`src/rtl/fir_coef_loader_if.sv`:
```
// Bus between the CPU register bank, the coefficient loader and the fir_filter config chain.
// The master side is the CPU and filter view; the slave side is the loader.
interface fir_coef_loader_if #(
    parameter int unsigned COEF_W = 25,
    parameter int unsigned ADDR_W = 6
);
    logic              wr_en;
    logic [ADDR_W-1:0] wr_addr;
    logic [COEF_W-1:0] wr_data;
    logic              wr_rej;
    logic [31:0]       filt_len;
    logic              start;
    logic              abort;
    logic              busy;
    logic              done;
    logic              aborted;
    logic              len_err;
    logic [COEF_W-1:0] cfg_din;
    logic              cfg_ce;

    modport master (
        output wr_en, wr_addr, wr_data, filt_len, start, abort,
        input  wr_rej, busy, done, aborted, len_err, cfg_din, cfg_ce
    );

    modport slave (
        input  wr_en, wr_addr, wr_data, filt_len, start, abort,
        output wr_rej, busy, done, aborted, len_err, cfg_din, cfg_ce
    );
endinterface

```
`src/rtl/fir_coef_loader.sv`:
```
// Stages fir_filter coefficients in a RAM and shifts them into the filter's config chain,
// last word first, so that staged word k ends up in tap k+1.
module fir_coef_loader #(
    parameter int unsigned MAX_LEN = 64,
    parameter int unsigned COEF_W  = 25,
    parameter int unsigned ADDR_W  = 6
) (
    input logic              clk,
    input logic              reset,
    fir_coef_loader_if.slave bus
);
    localparam int unsigned CNT_W  = ADDR_W + 1;
    localparam int unsigned RAM_AW = (MAX_LEN > 1) ? $clog2(MAX_LEN) : 1;

    typedef enum logic [1:0] {StIdle, StPrime, StShift, StFin} state_e;

    state_e            state_q, state_d;
    logic [CNT_W-1:0]  len_q, len_d;
    logic [CNT_W-1:0]  cnt_q, cnt_d;
    logic [ADDR_W-1:0] rd_addr_q, rd_addr_d;
    logic [ADDR_W-1:0] rd_addr_dec;
    logic [COEF_W-1:0] cfg_din_q, cfg_din_d;
    logic              aborted_q, aborted_d;
    logic              len_err_q, len_err_d;
    logic              wr_rej_q, wr_rej_d;
    logic              wr_ok;
    logic              len_ok;
    logic [COEF_W-1:0] ram_rd;

    logic [COEF_W-1:0] ram [MAX_LEN];

    assign len_ok = (bus.filt_len != 32'd0) && (bus.filt_len <= MAX_LEN);
    assign wr_ok  = bus.wr_en && (state_q == StIdle) && (32'(bus.wr_addr) < MAX_LEN);

    // Staging RAM has no reset; contents survive a reset mid-load.
    always_ff @(posedge clk) begin
        if (wr_ok) begin
            ram[bus.wr_addr[RAM_AW-1:0]] <= bus.wr_data;
        end
    end

    assign ram_rd      = ram[rd_addr_q[RAM_AW-1:0]];
    assign rd_addr_dec = (rd_addr_q != '0) ? rd_addr_q - 1'b1 : rd_addr_q;

    always_comb begin
        state_d   = state_q;
        len_d     = len_q;
        cnt_d     = cnt_q;
        rd_addr_d = rd_addr_q;
        cfg_din_d = '0;
        aborted_d = 1'b0;
        len_err_d = len_err_q;
        wr_rej_d  = bus.wr_en && !wr_ok;

        unique case (state_q)
            StIdle: begin
                if (bus.start) begin
                    if (len_ok) begin
                        len_d     = CNT_W'(bus.filt_len);
                        rd_addr_d = ADDR_W'(bus.filt_len - 32'd1);
                        cnt_d     = '0;
                        len_err_d = 1'b0;
                        state_d   = StPrime;
                    end else begin
                        len_err_d = 1'b1;
                    end
                end
            end
            StPrime: begin
                if (bus.abort) begin
                    aborted_d = 1'b1;
                    state_d   = StIdle;
                end else begin
                    cfg_din_d = ram_rd;
                    rd_addr_d = rd_addr_dec;
                    state_d   = StShift;
                end
            end
            StShift: begin
                // Abort wins over the final shift, so a clipped load never reports done.
                if (bus.abort) begin
                    aborted_d = 1'b1;
                    state_d   = StIdle;
                end else if (cnt_q == len_q - 1'b1) begin
                    state_d = StFin;
                end else begin
                    cnt_d     = cnt_q + 1'b1;
                    cfg_din_d = ram_rd;
                    rd_addr_d = rd_addr_dec;
                end
            end
            StFin: begin
                state_d = StIdle;
            end
            default: begin
                state_d = StIdle;
            end
        endcase
    end

    always_ff @(posedge clk or posedge reset) begin
        if (reset) begin
            state_q   <= StIdle;
            len_q     <= '0;
            cnt_q     <= '0;
            rd_addr_q <= '0;
            cfg_din_q <= '0;
            aborted_q <= 1'b0;
            len_err_q <= 1'b0;
            wr_rej_q  <= 1'b0;
        end else begin
            state_q   <= state_d;
            len_q     <= len_d;
            cnt_q     <= cnt_d;
            rd_addr_q <= rd_addr_d;
            cfg_din_q <= cfg_din_d;
            aborted_q <= aborted_d;
            len_err_q <= len_err_d;
            wr_rej_q  <= wr_rej_d;
        end
    end

    assign bus.busy    = (state_q != StIdle);
    assign bus.done    = (state_q == StFin);
    assign bus.cfg_ce  = (state_q == StShift);
    assign bus.cfg_din = cfg_din_q;
    assign bus.aborted = aborted_q;
    assign bus.len_err = len_err_q;
    assign bus.wr_rej  = wr_rej_q;
endmodule

```
`src/flat_wrapper.sv`:
```
// flat-port wrapper written by rule: the top's interface ports become plain ports
module fir_coef_loader_flat 
#(
    parameter int unsigned MAX_LEN = 64,
    parameter int unsigned COEF_W  = 25,
    parameter int unsigned ADDR_W  = 6
)
  (clk, reset, bus_wr_en, bus_wr_addr, bus_wr_data, bus_filt_len, bus_start, bus_abort, bus_wr_rej, bus_busy, bus_done, bus_aborted, bus_len_err, bus_cfg_din, bus_cfg_ce);
  fir_coef_loader_if #(.COEF_W(COEF_W), .ADDR_W(ADDR_W)) bus_i ();
  input logic clk;
  input logic reset;
  input wire logic [$bits(bus_i.wr_en)-1:0] bus_wr_en;
  input wire logic [$bits(bus_i.wr_addr)-1:0] bus_wr_addr;
  input wire logic [$bits(bus_i.wr_data)-1:0] bus_wr_data;
  input wire logic [$bits(bus_i.filt_len)-1:0] bus_filt_len;
  input wire logic [$bits(bus_i.start)-1:0] bus_start;
  input wire logic [$bits(bus_i.abort)-1:0] bus_abort;
  output wire logic [$bits(bus_i.wr_rej)-1:0] bus_wr_rej;
  output wire logic [$bits(bus_i.busy)-1:0] bus_busy;
  output wire logic [$bits(bus_i.done)-1:0] bus_done;
  output wire logic [$bits(bus_i.aborted)-1:0] bus_aborted;
  output wire logic [$bits(bus_i.len_err)-1:0] bus_len_err;
  output wire logic [$bits(bus_i.cfg_din)-1:0] bus_cfg_din;
  output wire logic [$bits(bus_i.cfg_ce)-1:0] bus_cfg_ce;
  assign bus_i.wr_en = bus_wr_en;
  assign bus_i.wr_addr = bus_wr_addr;
  assign bus_i.wr_data = bus_wr_data;
  assign bus_i.filt_len = bus_filt_len;
  assign bus_i.start = bus_start;
  assign bus_i.abort = bus_abort;
  assign bus_wr_rej = bus_i.wr_rej;
  assign bus_busy = bus_i.busy;
  assign bus_done = bus_i.done;
  assign bus_aborted = bus_i.aborted;
  assign bus_len_err = bus_i.len_err;
  assign bus_cfg_din = bus_i.cfg_din;
  assign bus_cfg_ce = bus_i.cfg_ce;
  fir_coef_loader #(.MAX_LEN(MAX_LEN), .COEF_W(COEF_W), .ADDR_W(ADDR_W)) u_core (.clk(clk), .reset(reset), .bus(bus_i));
endmodule
```
`config.mk`:
```
export PLATFORM = sky130hd
export DESIGN_NAME = fir_coef_loader_flat
export DESIGN_NICKNAME = d
export VERILOG_FILES = /design/src/rtl/fir_coef_loader_if.sv /design/src/rtl/fir_coef_loader.sv /design/src/flat_wrapper.sv
export SDC_FILE = /design/constraint.sdc
export NUM_CORES = 1
export LEC_CHECK = 0
export CAP_MARGIN = 40
export CORE_UTILIZATION = 30
export DETAILED_ROUTE_END_ITERATION = 6
export GPL_ROUTABILITY_DRIVEN = 0
export GPL_TIMING_DRIVEN = 1
export PLACE_DENSITY_LB_ADDON = 0.3
export SETUP_SLACK_MARGIN = 0.02
export SYNTH_ARGS = -nofsm -noshare
export SYNTH_HDL_FRONTEND = slang
export SYNTH_SLANG_ARGS = --single-unit
export TNS_END_PERCENT = 100
```
`constraint.sdc`:
```
create_clock -name clk -period 4.3 [get_ports clk]
set_clock_uncertainty 0.2 [all_clocks]
set_input_delay 0.645 -clock clk [delete_from_list [all_inputs] [get_ports clk]]
set_output_delay 0.645 -clock clk [all_outputs]
set_load 0.02 [all_outputs]
```
== After elaboration in Yosys (flattened, before gate mapping) ==
Memories as Yosys holds them, arrays and structs flattened.
Index checks and enable logic that the tools add are counted.
Widths: inputs -> output; s select.

* Add/sub/neg operators: 4
* Eq/ne operators: 10
* Reduce and logical (&&, ||, !) cells: 16
* Order comparisons: 1
* Muxes and demuxes: 27

{| class="wikitable"
|+ Operator list
! kind !! number
|-
| $mux 25 || 3
|-
| $pmux 25 s2 || 1
|-
| $mux 6 || 6
|-
| $le 32x7->1 const B || 1
|-
| $reduce_bool 32->1 || 1
|-
| $mux 7 || 4
|-
| $pmux 6 s3 || 1
|-
| $pmux 7 s2 || 1
|-
| $sub 6x1->6 const B || 2
|-
| $mux 2 || 5
|-
| $ne 2x2->1 const B || 4
|-
| $pmux 2 s4 || 1
|-
| $add 7x1->7 const B || 1
|-
| $eq 7x7->1 || 1
|-
| $sub 7x1->7 const B || 1
|-
| $reduce_and 3->1 || 2
|-
| $reduce_and 6->1 || 1
|-
| $reduce_bool 6->1 || 1
|-
| $mux 1 || 5
|-
| $reduce_and 5->1 || 1
|-
| $eq 2x2->1 const B || 2
|-
| $reduce_bool 2->1 || 2
|-
| $logic_and 1x1->1 || 3
|-
| $ne 3x2->1 const B || 1
|-
| other kinds (7) || 7
|}

* Flip-flop bits (word level): 50
* Memories kept: 1
* RAM bits: 1600

{| class="wikitable"
|+ Memories
! name !! depth !! width !! read ports !! clocked after memory_dff !! write ports !! line !! text
|-
| u_core.ram || 64 || 25 || 1 || 0 || 1 || fir_coef_loader.sv:30 || <nowiki>logic [COEF_W-1:0] ram [MAX_LEN];</nowiki>
|}

== Logic depth before layout (Yosys ltp) ==
* Word-level depth: 5
* Gate-level depth with buffers: 11
* Gate-level depth less buffers: 8

== Least setup slack after synthesis ==
Ideal clock, no wire load.

* Path kind: input port to flip-flop
* From: in bus_wr_addr[3]
* To: mem u_core.ram[49][0], enable pin
* Buffers on the path: 1
* Library setup time: 438 ps
* Path slack: 566 ps
* Stages: 5
* Arrival: 3095 ps
* Path through: clkbuf_1 -> nor2b_1 -> nand4_1 -> or2_2 -> nor3_1

{| class="wikitable"
|+ RTL lines
! element !! line !! text
|-
| from (decl) || flat_wrapper.sv:13 || <nowiki>input wire logic [$bits(bus_i.wr_addr)-1:0] bus_wr_addr;</nowiki>
|-
| to (decl) || fir_coef_loader.sv:30 ||
|}

Straight into the memory's write port.

== Worst setup path after layout ==
* From: reg u_core.rd_addr_q[0]
* To: reg u_core.cfg_din_q[2] (netlist: u_core.bus.cfg_din[2])

* Word-level cells in the longest chain between the ends: 4
* Elaborated cells between the ends (all ways): 5
* Classes of those cells: mux (4); memory (1)

{| class="wikitable"
|+ Ends and longest elaborated chain
! element !! line !! text
|-
| from (decl) || fir_coef_loader.sv:20 || <nowiki>logic [ADDR_W-1:0] rd_addr_q, rd_addr_d;</nowiki>
|-
| from (signal assigned) || fir_coef_loader.sv:115 || <nowiki>rd_addr_q <= rd_addr_d;</nowiki>
|-
| $mem_v2 64x25 (*) || n/a ||
|-
| $mux 25 || fir_coef_loader.sv:84 || <nowiki>end else if (cnt_q == len_q - 1'b1) begin</nowiki>
|-
| $mux 25 || fir_coef_loader.sv:81 || <nowiki>if (bus.abort) begin</nowiki>
|-
| $pmux 25 s2 (*) || fir_coef_loader.sv:55 || <nowiki>unique case (state_q)</nowiki>
|-
| named net u_core.cfg_din_d[2] || fir_coef_loader.sv:22 || <nowiki>logic [COEF_W-1:0] cfg_din_q, cfg_din_d;</nowiki>
|-
| to (signal assigned) || fir_coef_loader.sv:116 || <nowiki>cfg_din_q <= cfg_din_d;</nowiki>
|-
| to (decl) || fir_coef_loader.sv:22 ||
|}

The timed path passes the listed nets; every way through them passes the cells marked *.
A chain may end at the register's enable or synchronous reset.

==> results_dict.tcl <==
set metrics [dict create \
    outcome "finished clean" \
    synth_top_family_by_area "multiplexers" \
    fp-row-count 170 \
    synth.yosys.seq_area_share_pct 76.2 \
    max_slew_margin_pct 33.2 \
    post-place-ws_ps 356 \
    worstPathMaxFanout 22 \
    clkSlewWorstSetupHoldPaths_ps 60 \
    p_int_mw 31.7 \
    cts_buffer_depth 3 \
    cts-htree-levels 4 \
    synth_cell_types 82 \
    n_fill_cell 19900 \
    grt_first_pass_wirelength_mm 257 \
    sw_frac_of_total_pct 32.3 \
    io_pins 99 \
    synth-async-reset-ratio_pct 3.03 \
    cts_made_buffers 167 \
    worstPathRequired_ps 4790 \
    start_kind "register" \
    post_cts_resized 0 \
    synth-edff-count 1600 \
    setup_slack_ps 325 \
    dp_cells 6078 \
    ys.flop_type "edfxtp_1" \
    postCtsSetupRepairBufs 0 \
    die_w_um 466 \
    slew_violations 0 \
    clkPwrFrac_pct 30.3 \
    setup_tns_ps 0 \
    p_leak_nw 24.2 \
    root_buffer "clkbuf_16" \
    grt_pass1_vias 32900 \
    finalWirelength_mm 184 \
    die_h_um 466 \
    rsz0062_at_grt "no" \
    grt_max_degree 72 \
    io_buffers 98 \
    tightest_slew_ps 1000 \
    cts_hold_buf 3 \
    dr.pass1.iters 5 \
    drive_gt1_share_pct 25.9 \
    comb_power_share_pct 30.7 \
    grt_usage_pct 16.8 \
    synthMuxAreaShare_pct 15.1 \
    fmax_ghz 0.252 \
    drt_drc_violations_left 0 \
    cp.arrival_ps 4470 \
    yosys.area_share.simple_pct 2.49 \
    endpoint_kind "register" \
    finalNetCount 3489 \
    syn_to_final_growth_pct 16.8 \
    fin_area_mm2 0.0755 \
    drt_iter0_drc 3781 \
    synth-adder-area-share_pct 0.155 \
    die_area_mm2 0.217 \
    coreArea_mm2 0.214 \
    synth_area_per_cell_um2 20.8 \
    dpl_cell_area_mm2 0.0702 \
    dp_hpwl_mm 110 \
    syn_nets 3187 \
    synthXorXnorAreaFrac_pct 0.103 \
    cap_violations 0 \
    clk-insertion-delay-late_ps 810 \
    overflow 0 \
    finalSetupViolations 0 \
    hold_violations 0 \
    avgViaCountPerCell 5.12 \
    stdcell_count 6393 \
    ant_nets 0 \
    finalCriticalPeriod_ps 3970 \
    vias 32800 \
    holdCritPathClass "in2async" \
    seq_power_share_pct 39.0 \
    clock_sinks 1650 \
    period_share_pct 92.4 \
    ys_warn_count 0 \
    yosys_register_bits 1650 \
    antenna_found_initial 21 \
    p_switching_mw 15.1 \
    syn_inst 3111 \
    synth_compound_area_share_pct 3.92 \
    tritoncts "built" \
    synth.cell_area_mm2 0.0647 \
    crit_type "reg2reg" \
    power_density_mw_per_mm2 619 \
    ir_worst_vdd_v 0.000481 \
    start_util_pct 30.2 \
    wire_per_inst_um 28.8 \
]
power by group through the flow:
stage	Sequential [mW]	Clock [mW]	Combinational, mW
global route	18.2	15.1	15.1
floorplan	18.3	0	9.05
CTS	18.2	14.5	14.5
finish	18.2	14.2	14.4
detailed placement	18.6	0	14.5
global placement	18.6	0	14.5
cell families (layout without fill, tap and decap cells):
| family | count (synthesis) | count (layout) |
|---|---|---|
| and+or+nand+nor | 320 | 320 |
| AOI/OAI and AO/OA | 341 | 341 |
| xor gates and xnor gates | 6 | 6 |
| buffers and inverters | 199 | 635 |
| other | 0 | 8 |
| DFF | 1650 | 1650 |
| muxes | 587 | 587 |
| adders and majority gates | 8 | 8 |
metrics by stage:
stage	hold slack, ps	power (mW)	utilization [%]
floorplan	269	27.4	-
global placement	302	33.0	32.6
detailed placement	307	33.1	32.7
CTS	17.8	47.2	35.2
global route	70.5	48.4	35.2
finish	59.8	46.8	35.2
flip-flops by register name, summed over array words and instances, names as in the netlist:
register            cells
u_core.ram           1600
u_core.bus.cfg_din     25
u_core.cnt_q            7
u_core.len_q            7
u_core.rd_addr_q        6
u_core.state_q          2
u_core.bus.aborted      1
u_core.bus.len_err      1
u_core.bus.wr_rej       1
layout make-up:
| cell class | count | area [um2] | share of cell area [%] |
|---|---|---|---|
| clock buffers | 221 | 4530 | 5.99 |
| diodes | 8 | 20.0 | 0.0265 |
| inverters | 18 | 71.3 | 0.0944 |
| well taps | 2838 | 3550 | 4.70 |
| multi-input cells | 1262 | 14400 | 19.1 |
| repair buffers | 314 | 2920 | 3.86 |
| flip-flops and latches | 1650 | 49300 | 65.3 |
| clock inverters | 82 | 722 | 0.956 |
critical path, cell delays in order, from the launching register on:
cell and delay [ps]:
dfrtp_4 590, buf_4 450, or3_1 390, buf_4 360, o221ai_1 180, a221oi_1 820, o21ai_1 490, and4bb_1 340
layer usage:
| layer | track usage, % | vias to the layer above | wire [um] |
|---|---|---|---|
| met1 | 22.7 | 17800 | 79300 |
| met2 | 27.5 | 1121 | 89500 |
| met4 | 5.13 | 2 | 4620 |
| met3 | 2.95 | 233 | 10700 |
| li1 | - | 13600 | - |
| met5 | 0 | - | 20 |
worst paths after layout:
kind | slack [ps] | from | cells past startpoint | endpoint
worst min register to register | 320 | u_core.len_q[6]$_DFFE_PP0P_ | 2 | u_core.len_q[6]$_DFFE_PP0P_
worst max-delay path | 330 | u_core.rd_addr_q[0]$_DFFE_PP0P_ | 7 | u_core.bus.cfg_din[2]$_DFF_PP0_
worst max register to register | 330 | u_core.rd_addr_q[0]$_DFFE_PP0P_ | 7 | u_core.bus.cfg_din[2]$_DFF_PP0_
worst min-delay path | 60 | reset | 2 | u_core.len_q[0]$_DFFE_PP0P_
max in group asynchronous | 2920 | reset | 3 | u_core.bus.wr_rej$_DFF_PP0_
min in group clk | 150 | bus_wr_data[12] | 1 | u_core.ram[49][12]$_DFFE_PP_
cells in the mapped netlist, types with 9 or more instances:
library cell | instances | area, um2
a22oi_1 | 10 | 75.1
a31oi_1 | 14 | 87.6
and2_1 | 10 | 62.6
mux4_2 | 306 | 6890
nor3_1 | 20 | 100
nor4_1 | 14 | 87.6
a221oi_1 | 45 | 394
nor2_1 | 85 | 319
clkbuf_1 | 60 | 225
o21ai_0 | 16 | 80.1
a211oi_1 | 10 | 75.1
nand2_1 | 95 | 357
a221oi_2 | 9 | 135
mux2_2 | 37 | 417
dfrtp_1 | 50 | 1250
inv_1 | 14 | 52.6
buf_6 | 24 | 270
buf_4 | 25 | 188
o221ai_1 | 48 | 420
nand3_1 | 17 | 85.1
o21ai_1 | 28 | 140
buf_2 | 52 | 260
buf_8 | 9 | 135
nor2b_1 | 14 | 87.6
edfxtp_1 | 1600 | 48000
a221o_1 | 10 | 100
mux2i_1 | 242 | 2420
o22ai_1 | 19 | 119
nand2b_1 | 17 | 106
a21oi_1 | 66 | 330
cell usage in the layout (no fill, tap or decap), types with 9 or more instances in the layout:
cell             instances
a31oi_1                 14
edfxtp_1              1600
bufinv_16               11
o221ai_1                48
a221oi_1                45
a221oi_2                 9
buf_12                  33
a221o_1                 10
clkdlybuf4s50_1         73
nand3_1                 17
nor3_1                  18
o21ai_1                 28
buf_2                   25
clkinv_1                32
a211oi_1                10
o22ai_1                 19
o21ai_0                 16
nor2_2                  36
inv_1                   12
clkinv_2                31
nor2_4                  28
and2_1                  10
mux2i_1                242
a21oi_1                 66
buf_4                  179
mux4_2                 306
a22oi_1                 10
nor3_2                   9
nor2b_1                 12
clkbuf_1                45
clkbuf_16              172
nand2b_1                16
dfrtp_1                 44
nor2_1                  22
nor4_1                  14
nand2_1                 95
mux2_2                  37
Power figures use the tool's default switching activity.
